## src/rtl/touch_filter.sv

```systemverilog
// touch_filter
//   Conditions raw touchscreen ADC samples before they reach the painter.
//   Samples are collected in bursts of N_AVG; a burst whose per-axis spread
//   (max - min) exceeds MAX_SPREAD is thrown away, otherwise its truncated
//   average is published with a one-cycle pos_ready pulse. A pen-up timer
//   drops pen_down (and any partial burst) once the ADC has been silent for
//   PENUP_TIMEOUT cycles.
//
// Ports
//   clk        system clock
//   reset      synchronous, active-high reset
//   en         filter enable; low flushes the burst and drops pen_down
//   raw_ready  one-cycle strobe, raw_x/raw_y valid
//   raw_x/y    12-bit raw ADC conversions
//   pos_ready  one-cycle pulse, x_pos/y_pos hold a new averaged position
//   x_pos/y_pos averaged position, held until the next accepted burst
//   pen_down   pen contact flag
module touch_filter #(
  parameter int unsigned N_AVG         = 4,
  parameter logic [11:0] MAX_SPREAD    = 12'd64,
  parameter logic [23:0] PENUP_TIMEOUT = 24'd500000
) (
  input  logic        clk,
  input  logic        reset,
  input  logic        en,
  input  logic        raw_ready,
  input  logic [11:0] raw_x,
  input  logic [11:0] raw_y,
  output logic        pos_ready,
  output logic [11:0] x_pos,
  output logic [11:0] y_pos,
  output logic        pen_down
);

  localparam int unsigned LOG2  = $clog2(N_AVG);
  localparam int unsigned SW    = 12 + LOG2;   // sum width; N_AVG samples cannot overflow it
  localparam logic [4:0]  N_CNT = 5'(N_AVG);

  typedef enum logic [1:0] {
    IDLE   = 2'd0,
    ACCUM  = 2'd1,
    CHECK  = 2'd2,
    OUTPUT = 2'd3
  } state_t;

  state_t         state_r;
  logic [SW-1:0]  x_sum_r, y_sum_r;
  logic [11:0]    x_min_r, x_max_r, y_min_r, y_max_r;
  logic [4:0]     cnt_r;
  logic [23:0]    timer_r;

  logic           sample_s;
  logic           timeout_s;
  logic [4:0]     cnt_inc_s;
  logic [11:0]    x_spread_s, y_spread_s;
  logic           spread_ok_s;

  assign sample_s    = raw_ready & en;
  assign timeout_s   = (timer_r == PENUP_TIMEOUT);
  assign cnt_inc_s   = cnt_r + 5'd1;
  assign x_spread_s  = x_max_r - x_min_r;
  assign y_spread_s  = y_max_r - y_min_r;
  assign spread_ok_s = (x_spread_s <= MAX_SPREAD) && (y_spread_s <= MAX_SPREAD);

  // Pen-up timer: cleared by every accepted strobe, saturates at the timeout.
  always_ff @(posedge clk) begin
    if (reset) begin
      timer_r <= 24'd0;
    end else if (sample_s) begin
      timer_r <= 24'd0;
    end else if (!timeout_s) begin
      timer_r <= timer_r + 24'd1;
    end else begin
      timer_r <= timer_r;
    end
  end

  // Burst FSM with accumulators and registered outputs.
  always_ff @(posedge clk) begin
    if (reset) begin
      state_r   <= IDLE;
      x_sum_r   <= '0;
      y_sum_r   <= '0;
      x_min_r   <= 12'd0;
      x_max_r   <= 12'd0;
      y_min_r   <= 12'd0;
      y_max_r   <= 12'd0;
      cnt_r     <= 5'd0;
      pos_ready <= 1'b0;
      pen_down  <= 1'b0;
      x_pos     <= 12'd0;
      y_pos     <= 12'd0;
    end else if (!en) begin
      // Flush: drop the burst and the pen, but keep the last position.
      state_r   <= IDLE;
      x_sum_r   <= '0;
      y_sum_r   <= '0;
      x_min_r   <= 12'd0;
      x_max_r   <= 12'd0;
      y_min_r   <= 12'd0;
      y_max_r   <= 12'd0;
      cnt_r     <= 5'd0;
      pos_ready <= 1'b0;
      pen_down  <= 1'b0;
    end else begin
      pos_ready <= 1'b0;
      if (timeout_s) begin
        pen_down <= 1'b0;
      end
      case (state_r)
        IDLE: begin
          if (raw_ready) begin
            x_sum_r <= SW'(raw_x);
            y_sum_r <= SW'(raw_y);
            x_min_r <= raw_x;
            x_max_r <= raw_x;
            y_min_r <= raw_y;
            y_max_r <= raw_y;
            cnt_r   <= 5'd1;
            state_r <= (N_CNT == 5'd1) ? CHECK : ACCUM;
          end
        end
        ACCUM: begin
          // A strobe coinciding with the timeout still counts.
          if (raw_ready) begin
            x_sum_r <= x_sum_r + SW'(raw_x);
            y_sum_r <= y_sum_r + SW'(raw_y);
            x_min_r <= (raw_x < x_min_r) ? raw_x : x_min_r;
            x_max_r <= (raw_x > x_max_r) ? raw_x : x_max_r;
            y_min_r <= (raw_y < y_min_r) ? raw_y : y_min_r;
            y_max_r <= (raw_y > y_max_r) ? raw_y : y_max_r;
            cnt_r   <= cnt_inc_s;
            if (cnt_inc_s == N_CNT) begin
              state_r <= CHECK;
            end
          end else if (timeout_s) begin
            x_sum_r <= '0;
            y_sum_r <= '0;
            cnt_r   <= 5'd0;
            state_r <= IDLE;
          end
        end
        CHECK: begin
          // Position and pen_down are loaded here so they are valid together
          // with pos_ready in the OUTPUT cycle.
          if (spread_ok_s) begin
            x_pos     <= x_sum_r[SW-1:LOG2];
            y_pos     <= y_sum_r[SW-1:LOG2];
            pos_ready <= 1'b1;
            pen_down  <= 1'b1;
            state_r   <= OUTPUT;
          end else begin
            state_r   <= IDLE;
          end
          x_sum_r <= '0;
          y_sum_r <= '0;
          cnt_r   <= 5'd0;
        end
        OUTPUT: begin
          state_r <= IDLE;
        end
        default: begin
          state_r <= IDLE;
        end
      endcase
    end
  end

endmodule

```

## config.mk

```make
export PLATFORM = sky130hd
export DESIGN_NAME = touch_filter
export DESIGN_NICKNAME = d
export VERILOG_FILES = /design/src/rtl/touch_filter.sv
export SDC_FILE = /design/constraint.sdc
export NUM_CORES = 1
export LEC_CHECK = 0
export BUFFER_PORTS_ARGS = -buffer_cell sky130_fd_sc_hd__buf_2
export CORE_ASPECT_RATIO = 0.9
export CORE_MARGIN = 1.5
export CORE_UTILIZATION = 62
export CTS_CLUSTER_DIAMETER = 200
export DETAILED_ROUTE_END_ITERATION = 6
export MAX_ROUTING_LAYER = met4
export PLACE_DENSITY_LB_ADDON = 0.1
export REMOVE_ABC_BUFFERS = 1
export SLEW_MARGIN = 20
export SYNTH_ARGS = -nofsm -noshare
export SYNTH_HDL_FRONTEND = slang
export SYNTH_SLANG_ARGS = --single-unit
```

## constraint.sdc

```tcl
create_clock -name clk -period 3.4 [get_ports clk]
set_input_delay 0.17 -clock clk [delete_from_list [all_inputs] [get_ports clk]]
set_output_delay 0.17 -clock clk [all_outputs]
set_load 0.02 [all_outputs]
```

== Yosys cells after proc, flatten, opt, wreduce, memory -nomap -nowiden ==
Index checks and enable logic that the tools add are counted.

* Flip-flop bits (word level): 133
* Input bits: 28

* $add $sub $neg: 6
* Order comparisons: 6
* Equal/unequal tests: 13
* Multiplexer cells: 35
* Bitwise logic cells: 3
* Reduce and logical (&&, ||, !) cells: 14

{| class="wikitable"
|+ Operator list
! operator !! number
|-
| $mux 12 || 10
|-
| $pmux 12 s2 || 4
|-
| $pmux 14 s3 || 2
|-
| $mux 14 || 5
|-
| $add 14x12->14 || 2
|-
| $add 24x1->24 const B || 1
|-
| $eq 24x19->1 const B || 1
|-
| $gt 12x12->1 || 2
|-
| $le 12x7->1 const B || 2
|-
| $lt 12x12->1 || 2
|-
| $sub 12x12->12 || 2
|-
| $reduce_and 4->1 || 4
|-
| $mux 5 || 3
|-
| $pmux 5 s3 || 1
|-
| $ne 2x2->1 const B || 6
|-
| $mux 2 || 5
|-
| $reduce_and 3->1 || 3
|-
| $pmux 2 s4 || 1
|-
| $ne 3x3->1 const B || 2
|-
| $add 5x1->5 const B || 1
|-
| $eq 5x3->1 const B || 1
|-
| $eq 2x2->1 const B || 2
|-
| $mux 1 || 4
|-
| $reduce_or 2->1 || 2
|-
| other kinds (8) || 9
|}

== Depth between registers and ports, before layout ==
Gate-level depths: netlist of the first run.

* Depth after elaboration: 5
* Gate-level depth with buffers: 13
* Gate-level depth less buffers: 10

== Worst setup path before layout of the first run ==
No wires, ideal clock.

* Path type: reg-to-reg
* From: reg x_min_r[4]
* To: reg x_pos[10]
* Library setup time: 132 ps
* Arrival: 2497 ps
* Slack: 771 ps
* Stages on the path, launching flop included: 12
* Buffers on the path: 1
* Clock period less this slack: 2629 ps
* Cells stage by stage: dfxtp_1 > inv_1 > ha_1 > nand2_1 > a211o_1 > a211oi_1 > mux2_2 > a211oi_4 > nand4_2 > clkbuf_1 > o21ai_0 > a21oi_1

* Cells in the longest elaborated chain, start to end: 4

{| class="wikitable"
|+ RTL lines
! item !! RTL line !! RTL
|-
| start: declaration || 48 || <nowiki>logic [11:0] x_min_r, x_max_r, y_min_r, y_max_r;</nowiki>
|-
| start signal: assignment || 115 || <nowiki>x_min_r <= raw_x;</nowiki>
|-
| start signal: assignment || 128 || <nowiki>x_min_r <= (raw_x < x_min_r) ? raw_x : x_min_r;</nowiki>
|-
| $sub 12x12->12 || 61 || <nowiki>assign x_spread_s = x_max_r - x_min_r;</nowiki>
|-
| $le 12x7->1 || 63 || <nowiki>assign spread_ok_s = (x_spread_s <= MAX_SPREAD) && (y_spread_s <= MAX_SPREAD);</nowiki>
|-
| $logic_and 1x1->1 || 63 ||
|-
| $reduce_and 3->1 (no source line) || -- ||
|-
| end signal: assignment || 147 || <nowiki>x_pos <= x_sum_r[SW-1:LOG2];</nowiki>
|-
| end: declaration || 30 || <nowiki>output logic [11:0] x_pos,</nowiki>
|}

No other way between the ends.
A chain may end at the register's enable or synchronous reset.

== Final worst setup path of the first run ==
* From: reg x_min_r[4]
* To: reg y_pos[7]

* Cells in the longest elaborated chain, start to end: 4

{| class="wikitable"
|+ RTL lines
! item !! RTL line !! RTL
|-
| $sub 12x12->12 || 61 ||
|-
| $le 12x7->1 || 63 ||
|-
| $logic_and 1x1->1 || 63 ||
|-
| $reduce_and 3->1 (no source line) || -- ||
|-
| end signal: assignment || 148 || <nowiki>y_pos <= y_sum_r[SW-1:LOG2];</nowiki>
|-
| end: declaration || 31 || <nowiki>output logic [11:0] y_pos,</nowiki>
|}

No other way between the ends.

==> metrics, run 1 <==
status=finished clean; RR Startpoint=x_min_r[4]; clk sink count=around 130; GR Layer Usage met1=46.2%; CTS max path bufs=2; final routed DRC violation total=0; Slew HR=around 46%; die height=between 100 and 150 um; hold bufs inserted after CTS=0; Critical Path Sink=y_pos[7]; register area share after synthesis=30.7%; Tmin final=approximately 3.0 ns; Clock Pin Slew Worst Setup and Hold Paths=~0.060 ns; Final Wtd Congestion=approximately 0.93; Row Count=40; die width=between 100 and 150 um; Final Slew Violations=0; post-CTS sizing=0; CP Launch Type=register; routed length per instance=between 15 and 20 um; pin count of the biggest net entering global routing=61; hold_ws=approximately 0.05 ns; Clock H-tree levels=4; number of library cell types mapped by synthesis=65; initial core utilization=approximately 64%; met3 Use GR=5.03%; Max-Cap Viols=0; pwr/cell area=433 nW/um^2; Hold Crit Class=input pin to register; hpwl dp=roughly 16 mm; core area=~14000 um^2; DP Area=slightly above 9000 um^2; Die ar.=around 15000 um^2; RSZ-0062 raised after global routing=false; top cells by area, synth=dfxtp_1 (31%), ha_1 (14%), o21ai_0 (6.3%), a21oi_1 (5.5%), nand3_1 (3.7%); Final Setup Violations=0; grt peak-use layer=met2; total wire length=22.2 mm; worst endpoint data arrival time=between 3 and 4 ns; Multi-input gate area=about 5500 um^2; ANT cells=0; CTS tree=yes; CP Capture Type=register; fill count=1109; Mapped Cells=1087; Final Core Density=slightly above 70%; routed vias=8048; area grow syn2layout=11.1%; first-pass GRT wire length=around 37 mm; worst-margin pin slew=approximately 0.81 ns; Final Hold Vio Count=0; commonest cells after routing, fill and taps aside=dfxtp_1 (133), o21ai_0 (110), ha_1 (99); root buf cell=clkbuf_16; Synth async-reset ratio=0%; Layout Cells excl Fill=roughly 1300; post-synthesis cell area=8680 um^2; Max FO, Critical Path=24; Placed Cells=roughly 1300; post-route ant nets=0; Crit. Startpoint=x_min_r[4]; clock insertion delay at the later pin of the skew report=roughly 0.43 ns; initial antenna violation count=0; r2r setup slk=0.38 ns; post-synthesis register bit count=133; TNS Setup=0 ns; syn_area_per_cell=7.99 um^2; met2 usage=roughly half; cts bufs inserted=17; vias in the first global route=7517; gr usage total=~33%; Leak=between 3 and 4 nW; commonest non-fill, non-tap cell in the layout=dfxtp_1; register area=approximately 2700 um^2; clock skew=roughly 0.0095 ns; input/output buffers=53; grt ovf=0; num ports=between 50 and 60; Peak VDD IR=0.374 mV; vias per inst=slightly above 6; Top FF cell, synth=dfxtp_1; number of DRC markers in iteration 0=682; top cell type's share of synthesized area=between 30% and 40%; Setup Buffers After CTS=0; f_max=approximately 0.33 GHz; share of layout cells above drive strength 1=between 10% and 20%; dominant cell type by area after synthesis=dfxtp_1; part of the cycle the worst path needs=88.9%; worst r2r dst=y_pos[7]; number of synthesized flops with an enable pin=0; Final #Nets=roughly 1300; Design Area, Final=between 9000 and 10000 um^2; reg2reg path depth=11; YS warnings=0; drt first pass iters=5; worst path required time=around 3.8 ns; Setup CP Type=register to register
## through the flow
stage	power, mW	setup slack, ns
after floorplan	2.18	0.566
after global placement	2.42	0.545
after detailed placement	2.43	0.471
after CTS	4.18	0.436
after global routing	4.35	0.182
final	4.18	0.379
## kinds of logic (layout without fill, tap and decap cells)
logic type               after synthesis  after routing  share of synthesized area, %
AO/OA/AOI/OAI                        325            325                          23.3
adder cells (fa/ha/maj)              101            101                          14.7
multiplexers                           7              7                         0.836
buffers and inverters                131            179                          6.07
flip-flops                           133            133                          30.7
AND/OR/NAND/NOR                      346            346                          19.9
XOR/XNOR                              44             44                          4.44
## power breakdown
part / total (mW) / switching, mW / internal (mW)
combinational: 0.786 / 0.491 / 0.295
clock: 1.76 / 0.746 / 1.01
sequential: 1.63 / 0.0313 / 1.60
total: 4.18 / 1.27 / 2.91
## per-layer routing
metal | part of all wire [%] | wire, um
met1 | 50 | 11000
met2 | 42 | 9380
met3 | 5.9 | 1300
met4 | 2.2 | 479
met5 | 0 | 0
## critical path, stage by stage, from the launching register on
cell      delay [ns]
dfxtp_1         0.32
inv_1           0.06
ha_1            0.42
nand2_1         0.08
a211o_1         0.29
a211oi_1        0.26
mux2_2          0.39
a211oi_4        0.24
and4b_1         0.23
buf_4           0.28
nand4_1         0.15
a21oi_1         0.19
## synthesized netlist by cell type, types with 8 or more instances
master      n
o21ai_0   110
nand2b_1   14
a221oi_1   19
nand2_1    65
nand4_1    41
nor3_1     28
dfxtp_1   133
nor2_1     76
a21o_1     20
ha_1       99
and3_1      8
a21oi_1    96
nand3_1    65
nor2b_1    11
xnor2_1    20
o211ai_1   11
clkbuf_1   44
inv_1      77
or3_1       9
xor2_1     24
o21a_1     11
## flip-flops by register name, indices dropped and copies added (netlist names), 5 cells and up
name,cells
timer_r,24
x_sum_r,14
y_sum_r,14
x_max_r,12
x_min_r,12
x_pos,12
y_max_r,12
y_min_r,12
y_pos,12
cnt_r,5
## worst min path at each step
stage | cells after the start | from | end
finish | 3 | raw_x[0] | x_min_r[0]
global route | 3 | raw_x[0] | x_min_r[0]
CTS | 3 | raw_x[0] | x_min_r[0]
global placement | 1 | cnt_r[4] | cnt_r[4]
floorplan | 1 | reset | x_pos[0]
detailed placement | 1 | cnt_r[4] | cnt_r[4]
## layout make-up
type                       count  share of cell area [%]
clock buffer                  19                    4.49
clock inverter                13                    1.28
inverter                      77                    3.00
multi-input combinational    823                    57.1
sequential                   133                    27.6
tap                          168                    2.18
timing repair buffer          70                    4.33
No activity file was read; power rests on OpenSTA's default activity.
==> inputs of run 2 (changes only) <==
- CORE_UTILIZATION: 62 -> 55
==> run 2 against run 1 <==
  * Clock power increased by 11%
  * Die area grew 12%
  * Final cell count rose by 2.9%
  * Global-route usage down 2.2 points
  * First-iteration DRC count fell by 15%
  * Register-to-register slack barely moved
  * Routed wire length rose by 6.9%
  * Combinational power rose by 0.9%
  * Critical endpoint is now y_pos[4]
==> metrics, run 2 (synthesized netlist as in run 1, its figures left out) <==
post-CTS sizing=0 (unchanged); root buf cell=clkbuf_16; Metal-1 WL=11.8 mm (+6.6%); post-route ant nets=0 (unchanged); slowest stage delay, CP=0.40 ns (-0.02 ns); fill count=1364 (+23%); hold path start=raw_x[2]; Final Setup Violations=0 (unchanged); register area=2660 um^2 (unchanged); Slew HR=34.6% (-11 points); combinational share of power=18.1% (-0.7 points); CTS tree=yes; die height=122 um (+6.0%); routed length per instance=17.7 um (+3.9%); CTS max path bufs=2 (unchanged); vias in the first global route=7575 (+0.77%); Row Count=43 (+7.5%); first-pass GRT wire length=38.9 mm (+3.9%); RR Startpoint=x_min_r[4]; part of the cycle the worst path needs=89.0% (+0.12 points); Final Wtd Congestion=0.896 (-4.0%); cts bufs inserted=17 (unchanged); Hold Crit Class=input pin to register; vias per inst=6.06 (-2.0%); routed vias=8120 (+0.89%); input/output buffers=53 (unchanged); clk sink count=133 (unchanged); area grow syn2layout=12.6%; die width=135 um (+6.0%); Final Slew Violations=0 (unchanged); top flop regs=timer_r: 24 flops, x_sum_r: 14 flops, y_sum_r: 14 flops; Clock Pin Slew Worst Setup and Hold Paths=0.06 ns (about the same); status=finished clean; Multi-input gate area=5510 um^2 (unchanged); Tmin final=3.03 ns (+0.00408 ns); grt ovf=0 (unchanged); Cells on Worst Hold Path=3 (unchanged); initial core utilization=56.2% (-8.0 points); number of DRC markers in iteration 0=579 (-15%); f_max=0.331 GHz (-0.14%); flip-flop count of the largest register after layout=24 (unchanged); gr usage total=30.7% (-2.2 points); TNS Setup=0 ns (unchanged); P_sw=1.29 mW (+1.6%); pin count of the biggest net entering global routing=37 (-39%); worst r2r dst=y_pos[4]; clock insertion delay at the later pin of the skew report=0.43 ns (about the same); drt first pass iters=5 (unchanged); total wire length=23.7 mm (+6.9%); worst path required time=3.76 ns (about the same); worst endpoint data arrival time=3.38 ns (about the same); CP Capture Type=register; final routed DRC violation total=0 (unchanged); Placed Cells=1309 (+3.0%); reg2reg path depth=11 (unchanged); Max FO, Critical Path=24 (unchanged); CP Launch Type=register; worst-path cell chain=inv_1 -> ha_1 -> nand2_1 -> a211o_1 -> a211oi_1 -> mux2_2 -> a211oi_4 -> and4b_1 -> buf_4 -> nand4_1 -> a21oi_1; commonest cells after routing, fill and taps aside=dfxtp_1 (133), o21ai_0 (110), ha_1 (99); Setup Buffers After CTS=0 (unchanged); Reg with most FFs=timer_r; core area=15400 um^2 (+14%); share of layout cells above drive strength 1=11.1% (+0.40 points); top layer used by detailed routing=met4; met2 WL post-DR=10.5 mm (+12%); ANT cells=0 (unchanged); DP Worst Slack=0.445 ns (-0.0263 ns); worst setup margin=0.375 ns (-0.00408 ns); commonest non-fill, non-tap cell in the layout=dfxtp_1; pwr/cell area=449 nW/um^2 (+3.8%); Max-Cap Viols=0 (unchanged); routed wl met3=1.06 mm (-18%); Clock H-tree levels=4 (unchanged); RSZ-0062 raised after global routing=false; initial antenna violation count=0 (unchanged); share of power burned in the clock network=44.8% (+2.7 points); Peak VDD IR=0.383 mV (+2.4%); worst-margin pin slew=0.981 ns (+0.166 ns); internal power=3.10 mW (+6.7%); hpwl dp=16.5 mm (+5.9%); hold path endpoint=x_max_r[2]; Flop pwr share=37.2% (-1.8 points); Die ar.=16500 um^2 (+12%); Setup CP Type=register to register; Sw Share=29.4% (-1.0 points); Layout Cells excl Fill=1341 (+2.9%); Final #Nets=1255 (+0.32%); CP max-delay cell=ha_1; Leak=3.92 nW (+1.5%); Final Hold Vio Count=0 (unchanged); hold bufs inserted after CTS=0 (unchanged); r2r setup slk=0.37 ns (about the same); num ports=54 (unchanged); clock skew=0.0120 ns (+0.00255 ns)
[run 2: cell types whose count changed in the layout (fill, tap and decap cells not counted), sizes merged]
cell / previous run / this run
buf: 70 / 74
bufinv: 1 / 3
clkbuf: 19 / 20
clkinvlp: 3 / 0
[run 2: worst max-delay path by stage]
stage | from | endpoint | slack, ns | depth (start not counted)
2_1_floorplan | x_min_r[4] | x_pos[0] | 0.57 | 10
3_5_place_dp | x_min_r[4] | y_pos[4] | 0.45 | 11
5_1_grt | x_min_r[4] | y_pos[4] | 0.21 | 11
4_1_cts | x_min_r[4] | y_pos[4] | 0.43 | 11
6_report | x_min_r[4] | y_pos[4] | 0.37 | 11
3_3_place_gp | x_min_r[4] | y_pos[7] | 0.50 | 11
[run 2: critical path: cells and delay by family (launching register included)]
kind,cells,cell delay [ns]
and+or+nand+nor,3,0.48
AOI/OAI and AO/OA,4,0.97
buffers and inverters,2,0.37
muxes,1,0.39
DFF,1,0.32
adders and majority gates,1,0.40
[run 2: per-stage QoR]
| step | cell area [um^2] | util [%] | power [mW] | hold slack, ns |
|---|---|---|---|---|
| finish | 9770 | 63.3 | 4.39 | 0.0687 |
| global route | 9770 | 63.3 | 4.57 | 0.0651 |
| CTS | 9770 | 63.3 | 4.39 | 0.0593 |
| detailed placement | 9150 | 59.3 | 2.44 | 0.457 |
| global placement | 9150 | 59.3 | 2.43 | 0.456 |
| floorplan | 8440 | - | 2.18 | 0.239 |
[run 2: final cells by class]
cell class | count | area share [%]
tap | 202 | 2.59
clock buffer | 20 | 4.67
sequential | 133 | 27.2
multi-input combinational | 823 | 56.4
inverter | 77 | 2.96
timing repair buffer | 74 | 4.46
clock inverter | 12 | 1.69
[run 2: power by group through the flow]
stage	registers (mW)	logic (mW)	clock network [mW]
2_1_floorplan	1.65	0.527	0
3_3_place_gp	1.66	0.765	0
3_5_place_dp	1.66	0.774	0
4_1_cts	1.63	0.784	1.98
5_1_grt	1.64	0.881	2.05
6_report	1.63	0.793	1.96
[run 2: routing by layer]
layer | vias up | global-route usage, %
met5 | - | -
met4 | 0 | 7.33
met3 | 29 | 5.24
met2 | 214 | 47.5
met1 | 3835 | 41.7
li1 | 4042 | -
